===== config.mk =====
export PLATFORM = sky130hd
export DESIGN_NAME = wb_arbiter
export DESIGN_NICKNAME = d
export VERILOG_FILES = /design/src/rtl/wb_arbiter.sv
export SDC_FILE = /design/constraint.sdc
export NUM_CORES = 1
export LEC_CHECK = 0
export ABC_AREA = 1
export CAP_MARGIN = 30
export CORE_AREA = 2 2 122 124
export CTS_BUF_LIST = sky130_fd_sc_hd__clkbuf_8
export DETAILED_ROUTE_END_ITERATION = 8
export DIE_AREA = 0 0 124 126
export GPL_TIMING_DRIVEN = 1
export PLACE_DENSITY_LB_ADDON = 0.12
export SYNTH_ARGS = -nofsm -noshare
export SYNTH_HDL_FRONTEND = slang
export SYNTH_SLANG_ARGS = --single-unit

===== constraint.sdc =====
create_clock -name i_clk -period 4.1 [get_ports i_clk]
set_input_delay 0.82 -clock i_clk [delete_from_list [all_inputs] [get_ports i_clk]]
set_output_delay 0.82 -clock i_clk [all_outputs]
set_load 0.05 [all_outputs]

===== src/rtl/wb_arbiter.sv =====
// Two-master Wishbone arbiter with per-tenure round-robin grant and an ack watchdog.
// Ports: i_clk/i_reset, master 0/1 buses (i_mx_*, o_mx_*), slave bus (o_wb_*, i_wb_*), o_grant, o_timeout.
module wb_arbiter #(
  parameter int ADDR_WIDTH = 32,
  parameter int DATA_WIDTH = 32,
  parameter int TIMEOUT    = 255,
  localparam int SEL_WIDTH = DATA_WIDTH / 8
) (
  input  logic                  i_clk,
  input  logic                  i_reset,
  input  logic [ADDR_WIDTH-1:0] i_m0_adr,
  input  logic [DATA_WIDTH-1:0] i_m0_dat,
  output logic [DATA_WIDTH-1:0] o_m0_dat,
  input  logic                  i_m0_we,
  input  logic [SEL_WIDTH-1:0]  i_m0_sel,
  input  logic                  i_m0_stb,
  input  logic                  i_m0_cyc,
  output logic                  o_m0_ack,
  output logic                  o_m0_err,
  input  logic [ADDR_WIDTH-1:0] i_m1_adr,
  input  logic [DATA_WIDTH-1:0] i_m1_dat,
  output logic [DATA_WIDTH-1:0] o_m1_dat,
  input  logic                  i_m1_we,
  input  logic [SEL_WIDTH-1:0]  i_m1_sel,
  input  logic                  i_m1_stb,
  input  logic                  i_m1_cyc,
  output logic                  o_m1_ack,
  output logic                  o_m1_err,
  output logic [ADDR_WIDTH-1:0] o_wb_adr,
  output logic [DATA_WIDTH-1:0] o_wb_dat,
  output logic                  o_wb_we,
  output logic [SEL_WIDTH-1:0]  o_wb_sel,
  output logic                  o_wb_stb,
  output logic                  o_wb_cyc,
  input  logic [DATA_WIDTH-1:0] i_wb_dat,
  input  logic                  i_wb_ack,
  output logic [1:0]            o_grant,
  output logic                  o_timeout
);

  localparam int CW = $clog2(TIMEOUT + 1);

  typedef enum logic [1:0] {
    IDLE   = 2'd0,
    OWN_M0 = 2'd1,
    OWN_M1 = 2'd2
  } state_e;

  state_e        state_q, state_d;
  logic          last_q, last_d;
  logic [CW-1:0] cnt_q, cnt_d;

  logic own0, own1;
  logic own_stb;
  logic abort;

  assign own0 = (state_q == OWN_M0);
  assign own1 = (state_q == OWN_M1);

  // State register
  always_ff @(posedge i_clk) begin
    if (i_reset) begin
      state_q <= IDLE;
      last_q  <= 1'b1;
      cnt_q   <= '0;
    end else begin
      state_q <= state_d;
      last_q  <= last_d;
      cnt_q   <= cnt_d;
    end
  end

  // Next-state logic; last_q == 1 means master 0 wins a tie
  always_comb begin
    state_d = state_q;
    last_d  = last_q;
    unique case (state_q)
      IDLE: begin
        if (i_m0_cyc && i_m1_cyc)
          state_d = last_q ? OWN_M0 : OWN_M1;
        else if (i_m0_cyc)
          state_d = OWN_M0;
        else if (i_m1_cyc)
          state_d = OWN_M1;
      end
      OWN_M0: begin
        if (!i_m0_cyc) begin
          state_d = i_m1_cyc ? OWN_M1 : IDLE;
          last_d  = 1'b0;
        end
      end
      OWN_M1: begin
        if (!i_m1_cyc) begin
          state_d = i_m0_cyc ? OWN_M0 : IDLE;
          last_d  = 1'b1;
        end
      end
      default: state_d = IDLE;
    endcase
  end

  // Watchdog: counts unacknowledged strobe cycles of the current owner
  assign own_stb = (own0 && i_m0_stb) || (own1 && i_m1_stb);
  assign abort   = own_stb && !i_wb_ack
                && (cnt_q == CW'(TIMEOUT));

  always_comb begin
    cnt_d = cnt_q + CW'(1);
    if (!own_stb || i_wb_ack || abort
        || (state_d != state_q))
      cnt_d = '0;
  end

  // Output logic: slave-side mux and return path
  always_comb begin
    o_wb_adr = '0;
    o_wb_dat = '0;
    o_wb_we  = 1'b0;
    o_wb_sel = '0;
    o_wb_stb = 1'b0;
    o_wb_cyc = 1'b0;
    o_grant  = 2'b00;
    unique case (1'b1)
      own0: begin
        o_wb_adr = i_m0_adr;
        o_wb_dat = i_m0_dat;
        o_wb_we  = i_m0_we;
        o_wb_sel = i_m0_sel;
        o_wb_stb = i_m0_stb;
        o_wb_cyc = i_m0_cyc;
        o_grant  = 2'b01;
      end
      own1: begin
        o_wb_adr = i_m1_adr;
        o_wb_dat = i_m1_dat;
        o_wb_we  = i_m1_we;
        o_wb_sel = i_m1_sel;
        o_wb_stb = i_m1_stb;
        o_wb_cyc = i_m1_cyc;
        o_grant  = 2'b10;
      end
      default: ;
    endcase
  end

  assign o_m0_dat  = own0 ? i_wb_dat : '0;
  assign o_m1_dat  = own1 ? i_wb_dat : '0;
  assign o_m0_ack  = i_wb_ack && own0 && i_m0_stb && !abort;
  assign o_m1_ack  = i_wb_ack && own1 && i_m1_stb && !abort;
  assign o_m0_err  = abort && own0;
  assign o_m1_err  = abort && own1;
  assign o_timeout = abort;

endmodule


==> results of run 1 <==
## synth_stat cells
master	count
sky130_fd_sc_hd__nand3_1	10
sky130_fd_sc_hd__dfxtp_1	11
sky130_fd_sc_hd__buf_4	1
sky130_fd_sc_hd__nand2_1	217
sky130_fd_sc_hd__inv_2	4
sky130_fd_sc_hd__nand3b_1	1
sky130_fd_sc_hd__a221o_1	1
sky130_fd_sc_hd__nor3_2	8
sky130_fd_sc_hd__nand4_1	2
sky130_fd_sc_hd__buf_2	11
sky130_fd_sc_hd__nand3_2	1
sky130_fd_sc_hd__xnor2_1	2
sky130_fd_sc_hd__o21ai_2	1
sky130_fd_sc_hd__clkbuf_1	19
sky130_fd_sc_hd__o21ai_0	1
sky130_fd_sc_hd__xor2_1	4
sky130_fd_sc_hd__ha_1	7
sky130_fd_sc_hd__nor2_1	8
sky130_fd_sc_hd__nor3_1	2
sky130_fd_sc_hd__nor3_4	1
sky130_fd_sc_hd__nor3b_1	1
sky130_fd_sc_hd__nand2_2	3
sky130_fd_sc_hd__a21oi_1	69
sky130_fd_sc_hd__nand3_4	1
sky130_fd_sc_hd__inv_1	75
## registers in the layout, summed over array words and instances (netlist names)
register	count
state_q	2
last_q	1
cnt_q	8
## layout make-up
| type | count | area share, % |
|---|---|---|
| Inverter | 79 | 5.25 |
| Sequential cell | 11 | 3.90 |
| Timing Repair Buffer | 322 | 57.5 |
| Clock inverter | 1 | 0.0664 |
| Clock buffer | 3 | 0.731 |
| Tap cell | 184 | 4.07 |
| Multi-Input combinational cell | 340 | 28.5 |
## kinds of logic (layout without fill, tap and decap cells)
family / count (synthesis) / after routing / share of synthesized area [%]
AO/OA/AOI/OAI: 72 / 72 / 16.5
adder cells (fa/ha/maj): 7 / 7 / 3.92
flip-flops: 11 / 11 / 9.85
AND/OR/NAND/NOR: 255 / 255 / 48.1
XOR/XNOR: 6 / 6 / 2.35
buffers and inverters: 110 / 405 / 19.3
## worst paths after layout
check,from,slack (ps),cells past startpoint,endpoint
worst max-delay path,state_q[0]$_SDFF_PP0_,430,6,o_wb_sel[1]
worst min-delay path,cnt_q[0]$_SDFF_PP0_,470,1,cnt_q[0]$_SDFF_PP0_
worst max register to register,state_q[0]$_SDFF_PP0_,1740,11,cnt_q[5]$_SDFF_PP0_
worst min register to register,cnt_q[0]$_SDFF_PP0_,470,1,cnt_q[0]$_SDFF_PP0_
## per-layer routing
layer  global-route usage (%)  vias up  wire length [microns]
met4                     2.71        4                    178
met2                     32.3      154                   7560
met5                        0        -                     27
met3                     6.48       15                   1340
li1                         -     1973                      -
met1                     17.8     1640                   5160
## power by group
part / total [mW] / switching (mW) / internal (mW)
clock: 0.107 / 0.0411 / 0.0658
combinational: 0.972 / 0.604 / 0.368
sequential: 0.116 / 0.00596 / 0.110
total: 1.20 / 0.651 / 0.544
==> implementation parameters, run 1 <==
Parameter                              Value

Timing
  Worst hold margin    466 ps
  Final hold vios    0
  Sum Neg Setup Slack    0 ps
  Transition time at the pin with the least slew margin    655 ps
  Fin crit period    3670 ps
  Number of pins with negative max-slew slack in the final report    0
  Final period util    89.4%
  Slack of the critical path    433 ps
  Relative slew slack    56.3%
  Final count of negative-setup-slack endpoints    0
  RSZ-0062 raised after global routing    false
  Highest Clock Rate    273 MHz
  Setup clock skew after layout    2.06 ps

Finish
  Commonest non-fill, non-tap cell in the layout    sky130_fd_sc_hd__clkdlybuf4s50_1
  Area of the multi-input gates    1610 sq um
  Finished Core Util    39.5%
  Number of filler cells placed in the layout    1555
  Count of antenna diodes in the layout    0
  Post-route cell area    5650 sq um
  Area growth from synthesis to final layout    153%
  Fraction of layout instances using a drive strength above 1    3.70%
  Register cell area after layout    220 sq um
  Final Net Count    941
  Commonest cells after routing, fill and taps aside    318 x sky130_fd_sc_hd__clkdlybuf4s50_1, 217 x sky130_fd_sc_hd__nand2_1, 76 x sky130_fd_sc_hd__inv_1
  Final standard cell count with taps included and fillers excluded    940

Global route
  Total gr overflow    0
  Global-route wire length before repair    20600 microns
  Via count of the first global-routing pass    3704
  Initial antenna violation count    2
  Largest net degree at the start of global routing    62
  Total routing resource utilization after global routing    17.0%

Yosys
  Syn Area/Cell    4.85 sq um
  Dominant cell type by area after synthesis    sky130_fd_sc_hd__nand2_1
  Count of cell types in the netlist    25
  Synthesized flop and latch total    11
  Seq/Total Area, Yosys    9.85%
  Number of warnings reported in the yosys synthesis log    0
  Largest cells by area after synthesis    sky130_fd_sc_hd__nand2_1 36%, sky130_fd_sc_hd__a21oi_1 15%, sky130_fd_sc_hd__inv_1 13%, sky130_fd_sc_hd__dfxtp_1 9.9%, sky130_fd_sc_hd__ha_1 3.9%
  Share of the synthesized area in the top cell type    36.5%
  Number of standard cells after synthesis    461
  Post-synthesis cell area    2230 sq um
  Synth Net Count    645

Drt
  First-pass iteration count of the detailed router    4
  Via count of the routed design    3786
  Total length of routed wires    14300 microns
  Via density    4.03
  Per-cell routed wire length    15.2 microns
  Post-detailed-route count of antenna-violating nets    0
  Violation count after the first detailed-route iteration    136
  Final routed DRC violation total    0

Clock tree
  Post-CTS setup repair buffer count    0
  Clock latency reported for the late side of the worst-skew pair    240 ps
  CTS H-tree depth    1
  # clock sinks    11
  CTS Hold Buffers Added    0
  TritonCTS clock tree    yes
  Clock transition at the register clock pins on the worst setup and hold paths after CTS    50 ps
  Post-cts resize count    0
  Root Buffer    sky130_fd_sc_hd__clkbuf_8
  Maximum root-to-sink buffer count    2
  Clock buffers created by TritonCTS    3

Power and ir drop
  Static power due to leakage    2.38 nW
  Highest ir drop seen on vdd    0.0000957 V
  Total power    1.20 mW
  Total power density per cell area    212 nW/um^2

Worst setup path
  Data arrival, critical path    2850 ps
  Type of destination of the critical path    output pin
  Required time of the worst setup path    3280 ps
  Startpoint kind of the worst setup timing path    flop
  Critical path cell sequence    inv_1 > ha_4 > buf_12 > nand2_1 > a21oi_1 > clkdlybuf4s50_1
  Delay-heaviest family, CP    buffers and inverters
  Maximum fanout encountered on the critical timing path    61
  Slowest Stage Delay on Critical Path    860 ps
  Number of buffer and inverter instances along the worst setup path    3
  Category of the critical setup timing path    flop to output pin
  Crit path max-delay cell type    sky130_fd_sc_hd__clkdlybuf4s50_1

Placement
  Placed Cells incl. Taps    936
  Area after detailed placement    5610 sq um
  Weighted congestion at the end of routability-driven global placement    0.871
  Number of port buffers    318
  Sum of net half-perimeters after detailed placement    11800 microns
  Worst setup timing slack at the placement stage    659 ps

Die
  Die Outline Area    15600 sq um
  Height of the die    126 microns
  Starting utilization of the core area    15.6%
  Number of rows in the core area    44
  Placeable Area    14300 sq um
  Ports    319
  Overall die width    124 microns

Status
  Result of the run    finished clean

Worst hold path
  Hold Crit Class    flop to flop

Flow run
  Number of violations of the max-capacitance limit    0
Power figures use the tool's default switching activity.
==> inputs of run 2 (changes only) <==
CELL_PAD_IN_SITES_DETAIL_PLACEMENT = 1   (was default)
CELL_PAD_IN_SITES_GLOBAL_PLACEMENT = 1   (was default)
CORE_AREA = default   (was 2 2 122 124)
CORE_ASPECT_RATIO = 1.25   (was default)
CORE_MARGIN = 1   (was default)
CORE_UTILIZATION = 14   (was default)
DIE_AREA = default   (was 0 0 124 126)
==> implementation parameters, run 2 (synthesis results as in run 1) <==
Parameter                              Value

Placement
  Worst setup timing slack at the placement stage    620 ps (-38.8 ps)
  Number of port buffers    318 (unchanged)
  Area after detailed placement    5650 sq um (+0.85%)
  Weighted congestion at the end of routability-driven global placement    0.812 (-6.7%)
  Sum of net half-perimeters after detailed placement    13600 microns (+15%)
  Placed Cells incl. Taps    969 (+3.5%)

Global route
  Initial antenna violation count    1 (-1)
  Total gr overflow    0 (unchanged)
  Via count of the first global-routing pass    4107 (+11%)
  Largest net degree at the start of global routing    58 (-6.5%)
  Total routing resource utilization after global routing    18.5% (+1.5 points)
  Global-route wire length before repair    23100 microns (+12%)

Clock tree
  Clock transition at the register clock pins on the worst setup and hold paths after CTS    60 ps (about the same)
  Post-CTS setup repair buffer count    0 (unchanged)
  CTS Hold Buffers Added    0 (unchanged)
  TritonCTS clock tree    yes
  CTS H-tree depth    1 (unchanged)
  # clock sinks    11 (unchanged)
  Root Buffer    sky130_fd_sc_hd__clkbuf_8
  Clock buffers created by TritonCTS    3 (unchanged)
  Clock latency reported for the late side of the worst-skew pair    240 ps (about the same)
  Post-cts resize count    0 (unchanged)
  Maximum root-to-sink buffer count    2 (unchanged)

Worst setup path
  Required time of the worst setup path    3280 ps (about the same)
  Crit path to    o_wb_adr[19]
  Count of cell instances traversed by the critical path    6 (unchanged)
  Critical path cell sequence    inv_1 > ha_1 > inv_2 > buf_4 > a21oi_1 > clkdlybuf4s50_1
  R2r startpoint    state_q[0]$_SDFF_PP0_
  Worst Reg2Reg Path Length in Cells    12 (+1)
  Endpoint of the worst register-to-register path    cnt_q[1]$_SDFF_PP0_
  Crit path max-delay cell type    sky130_fd_sc_hd__clkdlybuf4s50_1
  Category of the critical setup timing path    flop to output pin
  Slowest Stage Delay on Critical Path    760 ps (-100 ps)
  Type of destination of the critical path    output pin
  Data arrival, critical path    2870 ps (+20 ps)
  Number of buffer and inverter instances along the worst setup path    4 (+1)
  Register-to-Register Setup Slack    1990 ps (+250 ps)
  Maximum fanout encountered on the critical timing path    36 (-41%)
  Delay-heaviest family, CP    buffers and inverters
  Startpoint kind of the worst setup timing path    flop
  CP startpoint    state_q[0]$_SDFF_PP0_

Die
  Starting utilization of the core area    14.4% (-1.3 points)
  Overall die width    115 microns (-7.3%)
  Number of rows in the core area    51 (+16%)
  Die Outline Area    16500 sq um (+5.4%)
  Ports    319 (unchanged)
  Height of the die    143 microns (+14%)
  Placeable Area    15600 sq um (+8.8%)

Drt
  Total length of routed wires    16200 microns (+14%)
  Violation count after the first detailed-route iteration    114 (-16%)
  Post-detailed-route count of antenna-violating nets    0 (unchanged)
  First-pass iteration count of the detailed router    4 (unchanged)
  Final routed DRC violation total    0 (unchanged)
  Per-cell routed wire length    16.7 microns (+9.7%)
  Via density    4.04 (+0.33%)
  Via count of the routed design    3932 (+3.9%)

Timing
  RSZ-0062 raised after global routing    false
  Highest Clock Rate    271 MHz (-0.53%)
  Transition time at the pin with the least slew margin    584 ps (-71.2 ps)
  Final hold vios    0 (unchanged)
  Final period util    89.9% (+0.48 points)
  Sum Neg Setup Slack    0 ps (unchanged)
  Fin crit period    3690 ps (+19.6 ps)
  Final count of negative-setup-slack endpoints    0 (unchanged)
  Slack of the critical path    413 ps (-19.6 ps)
  Setup clock skew after layout    2.15 ps (+0.0835 ps)
  Relative slew slack    61.0% (+4.7 points)
  Number of pins with negative max-slew slack in the final report    0 (unchanged)

Power and ir drop
  Static power due to leakage    2.39 nW (+0.62%)
  Highest ir drop seen on vdd    0.0000849 V (-11%)
  Total power    1.22 mW (+1.9%)
  Total power density per cell area    214 nW/um^2 (+1.1%)

Finish
  Number of filler cells placed in the layout    2020 (+30%)
  Area growth from synthesis to final layout    155%
  Largest registers    cnt_q x8, state_q x2, last_q x1
  Final Net Count    946 (+0.53%)
  Commonest non-fill, non-tap cell in the layout    sky130_fd_sc_hd__clkdlybuf4s50_1
  Register cell area after layout    220 sq um (unchanged)
  Final standard cell count with taps included and fillers excluded    973 (+3.5%)
  Commonest cells after routing, fill and taps aside    318 x sky130_fd_sc_hd__clkdlybuf4s50_1, 217 x sky130_fd_sc_hd__nand2_1, 75 x sky130_fd_sc_hd__inv_1
  Area of the multi-input gates    1610 sq um (unchanged)
  Count of antenna diodes in the layout    0 (unchanged)
  Post-route cell area    5700 sq um (+0.86%)
  Largest register by flop count    cnt_q
  Fraction of layout instances using a drive strength above 1    4.47% (+0.76 points)
  Flip-flop count of the largest register after layout    8 (unchanged)

Worst hold path
  Hold Crit Class    flop to flop
  Launch instance of the worst min-delay path    cnt_q[0]$_SDFF_PP0_

Flow run
  Number of violations of the max-capacitance limit    0 (unchanged)

Status
  Result of the run    finished clean
-- run 2: cell types whose count changed in the layout (fill, tap and decap cells not counted) --
cell and delta:
sky130_fd_sc_hd__buf_12 -2, sky130_fd_sc_hd__inv_1 -1, sky130_fd_sc_hd__buf_4 +7, sky130_fd_sc_hd__clkinv_2 +1
-- run 2: worst min-delay path by stage --
stage / end / slack (ps) / depth (start not counted)
after floorplan: cnt_q[0]$_SDFF_PP0_ / 440 / 1
after global placement: cnt_q[0]$_SDFF_PP0_ / 450 / 1
after detailed placement: cnt_q[0]$_SDFF_PP0_ / 460 / 1
after CTS: cnt_q[0]$_SDFF_PP0_ / 470 / 1
after global routing: cnt_q[0]$_SDFF_PP0_ / 500 / 1
final: cnt_q[0]$_SDFF_PP0_ / 480 / 1
-- run 2: area by class of cell --
| cell class | instances | share of cell area, % |
|---|---|---|
| clock buffer | 3 | 0.724 |
| clock inverter | 1 | 0.0878 |
| inverter | 79 | 5.20 |
| multi-input combinational | 340 | 28.2 |
| sequential | 11 | 3.86 |
| tap | 212 | 4.65 |
| timing repair buffer | 327 | 57.2 |
-- run 2: metrics by stage --
stage | utilization (%) | hold slack, ps
6_report | 36.6 | 477
5_1_grt | 36.6 | 496
4_1_cts | 36.6 | 474
3_5_place_dp | 36.3 | 459
3_3_place_gp | 36.3 | 453
2_1_floorplan | - | 440
-- run 2: layer usage --
metal	vias up	part of all wire, %	track usage (%)
met1	1778	36	19.3
met2	162	53	36.0
li1	1983	-	-
met5	-	0	0
met3	9	9.3	6.54
met4	0	0.88	1.91
-- run 2: power breakdown --
group,total [mW],switching (mW),internal [mW]
clock,0.114,0.0473,0.0672
sequential,0.116,0.00617,0.110
combinational,0.988,0.618,0.370
==> RTL edit 1, RTL diff (settings of run 1) <==
Encoding of `state_e`: now one-hot (3 bits for 3 states).
--- a/src/rtl/wb_arbiter.sv
+++ b/src/rtl/wb_arbiter.sv
@@ -42,6 +42,6 @@
 
-  typedef enum logic [1:0] {
-    IDLE   = 2'd0,
-    OWN_M0 = 2'd1,
-    OWN_M1 = 2'd2
+  typedef enum logic [2:0] {
+    IDLE   = 3'b001,
+    OWN_M0 = 3'b010,
+    OWN_M1 = 3'b100
   } state_e;
Formal check against the unedited RTL: no difference found for any inputs over 10 cycles, from zero or initial values and one cycle with i_reset high; not proved beyond that.
==> RTL edit 1 against run 1 <==
Wire length shrank 3.6%. Cell count shrank 17%. Register-to-register slack gained 0.55 ns. Sequential cell count grew 1. First-iteration DRC count shrank 32%. Design area shrank 9.2%. Die area is the same. Worst setup slack gained 0.10 ns. Critical path depth grew 2. Global-route usage shrank 1.3 points. Area after synthesis shrank 19%. Fmax grew 2.9%. Critical path type is now input port to output pin. Critical endpoint is now o_m0_err.
Power is not compared: it rests on default switching activity, and its combinational part moved more than twofold at a synthesized area within 25%.
==> RTL edit 1: results (changes against run 1) <==
The most frequently used cell type in the post-synthesis netlist is nor2_1 (was nand2_1). The global-route wire length before repair is 18.7 mm (was 20.6 mm), and the estimated wirelength of the detail-placed design is 11.4 mm (was 11.8 mm). The count of port buffers added during placement was 318 (unchanged). The largest stage delay on the critical path was 0.81 ns (was 0.86 ns); the largest fanout of any net on the critical path was 2 (was 61).

Final instance count without filler cells: 776 (was 940). Dominant cells by area after synthesis: a22o_1 33%, nor2_1 16%, dfxtp_1 13% (was nand2_1 36%, a21oi_1 15%, inv_1 13%). For the via count, the log shows 3189 (was 3786).

The tools report the met3 layer usage reported by global route as 0.0485 (was 0.0648). The hold-critical path endpoint is cnt_q[0] (unchanged). The hold slack is 0.477 ns (was 0.466 ns).

Top cells by count, synth: 77 x nor2_1, 69 x a22o_1, 43 x inv_1 (was 217 x nand2_1, 75 x inv_1, 69 x a21oi_1). For the largest clock skew in the final design, the log shows 0.00333 ns (was 0.00206 ns). The run gives 5080 um^2 (was 5610 um^2) as the area of placed instances. The logs give 93 (was 136) for the number of DRC markers in iteration 0 and 285 (was 461) for the count of mapped cells out of synthesis. The total clock buffers created by CTS is 3 (unchanged), and the distinct cell type count of the synthesized netlist is 26 (was 25).

The count of fill cells added during filler insertion was 1512 (was 1555). Global-route met2 utilization: 0.303 (was 0.323). The run finished with clean final reports. The per-cell routed wire length was 17.7 um (was 15.2 um); the net count after synthesis was 463 (was 645). The run gives 2.29 ns (was 1.74 ns) as the internal reg-to-reg setup slack. The number of cells on the worst reg-to-reg path came out at 8 (was 11). For the met1 usage in global routing, the log shows 0.169 (was 0.178). The tools report the reg-to-reg startpoint as state_q[1] (was state_q[0]). The pin count of the biggest net entering global routing is 54 (was 62), and the arrival time reported for the critical path endpoint is 2.75 ns (was 2.85 ns).

The fraction of layout cells with a size suffix above 1 is 0.132 (was 0.0370).
RTL edit 1: cell count changes after synthesis, moves of 2 or more:
cell / run 1 / this run
nand2_1: 217 / 13
clkbuf_1: 19 / 5
nor2_4: 0 / 2
inv_1: 75 / 43
buf_2: 11 / 15
nor2_2: 0 / 2
ha_1: 7 / 1
nor2_1: 8 / 77
a21oi_1: 69 / 2
a22o_1: 0 / 69
RTL edit 1: how the worst max path moves through the flow:
| stage | cells past startpoint | from | end |
|---|---|---|---|
| 5_1_grt | 8 | i_m0_stb | o_m1_err |
| 3_5_place_dp | 8 | i_m1_stb | o_m1_err |
| 4_1_cts | 8 | i_m1_stb | o_m0_err |
| 3_3_place_gp | 8 | i_m0_stb | o_m0_err |
| 6_report | 8 | i_m1_stb | o_m0_err |
| 2_1_floorplan | 6 | i_m0_stb | o_m0_err |
RTL edit 1: through the flow:
| step | total power (uW) | setup slack (ns) |
|---|---|---|
| 4_1_cts | 750 | 0.509 |
| 6_report | 742 | 0.535 |
| 2_1_floorplan | 352 | 0.493 |
| 5_1_grt | 777 | 0.373 |
| 3_5_place_dp | 614 | 0.514 |
| 3_3_place_gp | 612 | 0.506 |
RTL edit 1: final cells by class:
type,count,area (um^2),share of cell area
multi-input combinational,203,1290,0.251
inverter,48,183,0.0356
sequential,12,240,0.0468
timing repair buffer,325,3140,0.611
clock buffer,4,55.1,0.0107
tap,184,230,0.0449
RTL edit 1: kinds of logic after synthesis:
| family | Yosys count | share of synthesized area |
|---|---|---|
| compound gates | 73 | 0.343 |
| xor+xnor | 6 | 0.0289 |
| fa+ha+maj | 1 | 0.00688 |
| buf+inv | 70 | 0.160 |
| flops | 12 | 0.132 |
| simple gates | 123 | 0.328 |
RTL edit 1: power breakdown:
group / switching, uW / total (uW) / internal (uW) / leakage, uW
Clock: 47.0 / 132 / 85.0 / 0.0000288
Sequential: 6.74 / 127 / 120 / 0.0000973
Combinational: 247 / 483 / 236 / 0.00205
Total: 301 / 742 / 441 / 0.00218
RTL edit 1: routing by layer:
layer	vias to the layer above	part of all wire	routed length, um
met2	169	0.51	7030
li1	1574	-	-
met4	0	0.0080	110
met5	-	0	0
met3	4	0.11	1470
met1	1442	0.37	5140
==> RTL edit 2, RTL diff (config.mk and constraints of run 1) <==
Made on the original files. The parameter `TIMEOUT` goes from 255 to 510.
--- a/src/rtl/wb_arbiter.sv
+++ b/src/rtl/wb_arbiter.sv
@@ -5,3 +5,3 @@
   parameter int DATA_WIDTH = 32,
-  parameter int TIMEOUT    = 255,
+  parameter int TIMEOUT    = 510,
   localparam int SEL_WIDTH = DATA_WIDTH / 8
Behaviour: same outputs for any inputs over 10 cycles, from zero or initial values and one cycle with i_reset high; that may be too few to reach the edited logic, so the function may still have changed.
==> RTL edit 2 against run 1 <==
Area after synthesis grew 2.8%. Design area grew 1.4%. Power grew 5.0%. Sequential cell count grew 1. Global-route usage grew 1.3 points. Critical path depth is the same. Utilization grew 0.56 points. Wire length grew 6.5%. Cell count grew 1.9%. Die area is the same. Worst setup slack lost 0.041 ns. Largest power group unchanged.
==> RTL edit 2: results (changes against run 1) <==
The per-cell routed wire length was 15.9 um (was 15.2 um). Dominant cells by area after synthesis: nand2_1 37%, a21oi_1 16%, inv_1 13% (was nand2_1 36%, a21oi_1 15%, inv_1 13%). The arrival time reported for the critical path endpoint is 2.89 ns (was 2.85 ns). The wire length on met2 is 7.63 mm (was 7.56 mm), and the number of DRC markers in iteration 0 is 232 (was 136).

For the leakage power summed over all cells, the log shows 0.00240 uW (was 0.00238 uW). The logs give 0.888 (was 0.871) for the routability congestion estimate from global placement and 3911 (was 3704) for the via count of the first global-routing pass. The power dissipated by switching net loads came out at 691 uW (was 651 uW). Part of the Yosys area used for sequential elements: 0.105 (was 0.0985). For the initial antenna violation count, the log shows 10 (was 2). For the pin count of the biggest net entering global routing, the log shows 78 (was 62).

Regs by FF count: cnt_q (9), state_q (2), last_q (1) (was cnt_q (8), state_q (2), last_q (1)). The global-route wire length before repair was 21.9 mm (was 20.6 mm); the post-synthesis area per instance was 4.84 um^2 (was 4.85 um^2). Top cells by count, synth: 225 x nand2_1, 80 x inv_1, 72 x a21oi_1 (was 217 x nand2_1, 75 x inv_1, 69 x a21oi_1). The slew of the pin with the lowest slew margin was 0.630 ns (was 0.655 ns); the fraction of layout cells with a size suffix above 1 was 0.0362 (was 0.0370).

The cell count of the worst hold path works out to 2 (was 1). The run gives 0.183 (was 0.170) as the global router's overall resource usage. The final layout net count is 960 (was 941).

The run finished with clean final reports. The run gives 22 (was 25) as the distinct cell type count of the synthesized netlist. The tools report the number of placed instances with taps included as 954 (was 936). The net count after synthesis was 660 (was 645). The amount of wire on met3 after detailed routing was 1.72 mm (was 1.34 mm).

For the met1 routed wirelength after detailed routing, the log shows 5.48 mm (was 5.16 mm). The largest fanout of any net on the critical path was 33 (was 61).
## RTL edit 2: cells by family (layout without fill, tap and decap cells)
kind of cell	after synthesis	after routing	share of synthesized area
compound gates	76	76	0.169
simple gates	260	260	0.470
xor+xnor	6	6	0.0229
flops	12	12	0.105
buf+inv	113	411	0.190
fa+ha+maj	8	8	0.0436
other cells	0	1	0
## RTL edit 2: worst max path at each step
stage / start / to / slack (ns) / depth (start not counted)
floorplan: i_m1_stb / o_m0_err / 1.10 / 4
global placement: i_m1_stb / o_m0_err / 0.70 / 6
detailed placement: state_q[1] / o_wb_adr[29] / 0.61 / 6
CTS: state_q[1] / o_wb_adr[29] / 0.35 / 6
global route: state_q[1] / o_wb_adr[7] / 0.21 / 6
finish: state_q[1] / o_wb_adr[29] / 0.39 / 6
## RTL edit 2: area by class of cell
class                           count  area [um^2]
Antenna cell                        1         2.50
Clock buffer                        3         41.3
Fill cell                        1556         8580
Inverter                           83          312
Multi-Input combinational cell    350         1650
Sequential cell                    12          240
Tap cell                          184          230
Timing Repair Buffer              325         3260
## RTL edit 2: per-layer routing
metal / up-vias / global-route usage
li1: 2030 / -
met1: 1742 / 0.193
met2: 157 / 0.332
met3: 33 / 0.0851
met4: 16 / 0.0364
met5: - / 0
## RTL edit 2: critical path, cell delays in order (launching register included)
cell,delay (ns)
dfxtp_1,0.45
inv_1,0.18
ha_1,0.32
inv_2,0.47
buf_4,0.39
a21oi_1,0.07
clkdlybuf4s50_1,0.73
## RTL edit 2: through the flow
step	util	hold WS (ns)	setup slack, ns	cell area (um^2)	total power (uW)
after floorplan	-	0.436	1.10	2300	706
after global placement	0.397	0.461	0.696	5690	1150
after detailed placement	0.397	0.481	0.611	5690	1160
after CTS	0.400	0.494	0.353	5730	1270
after global routing	0.400	0.525	0.207	5730	1330
final	0.400	0.486	0.391	5730	1260
## RTL edit 2: power groups by stage
stage | clock network, uW | registers (uW) | logic (uW)
floorplan | 0 | 126 | 580
global placement | 0 | 126 | 1030
detailed placement | 0 | 126 | 1030
CTS | 112 | 124 | 1030
global route | 116 | 124 | 1090
finish | 107 | 124 | 1020
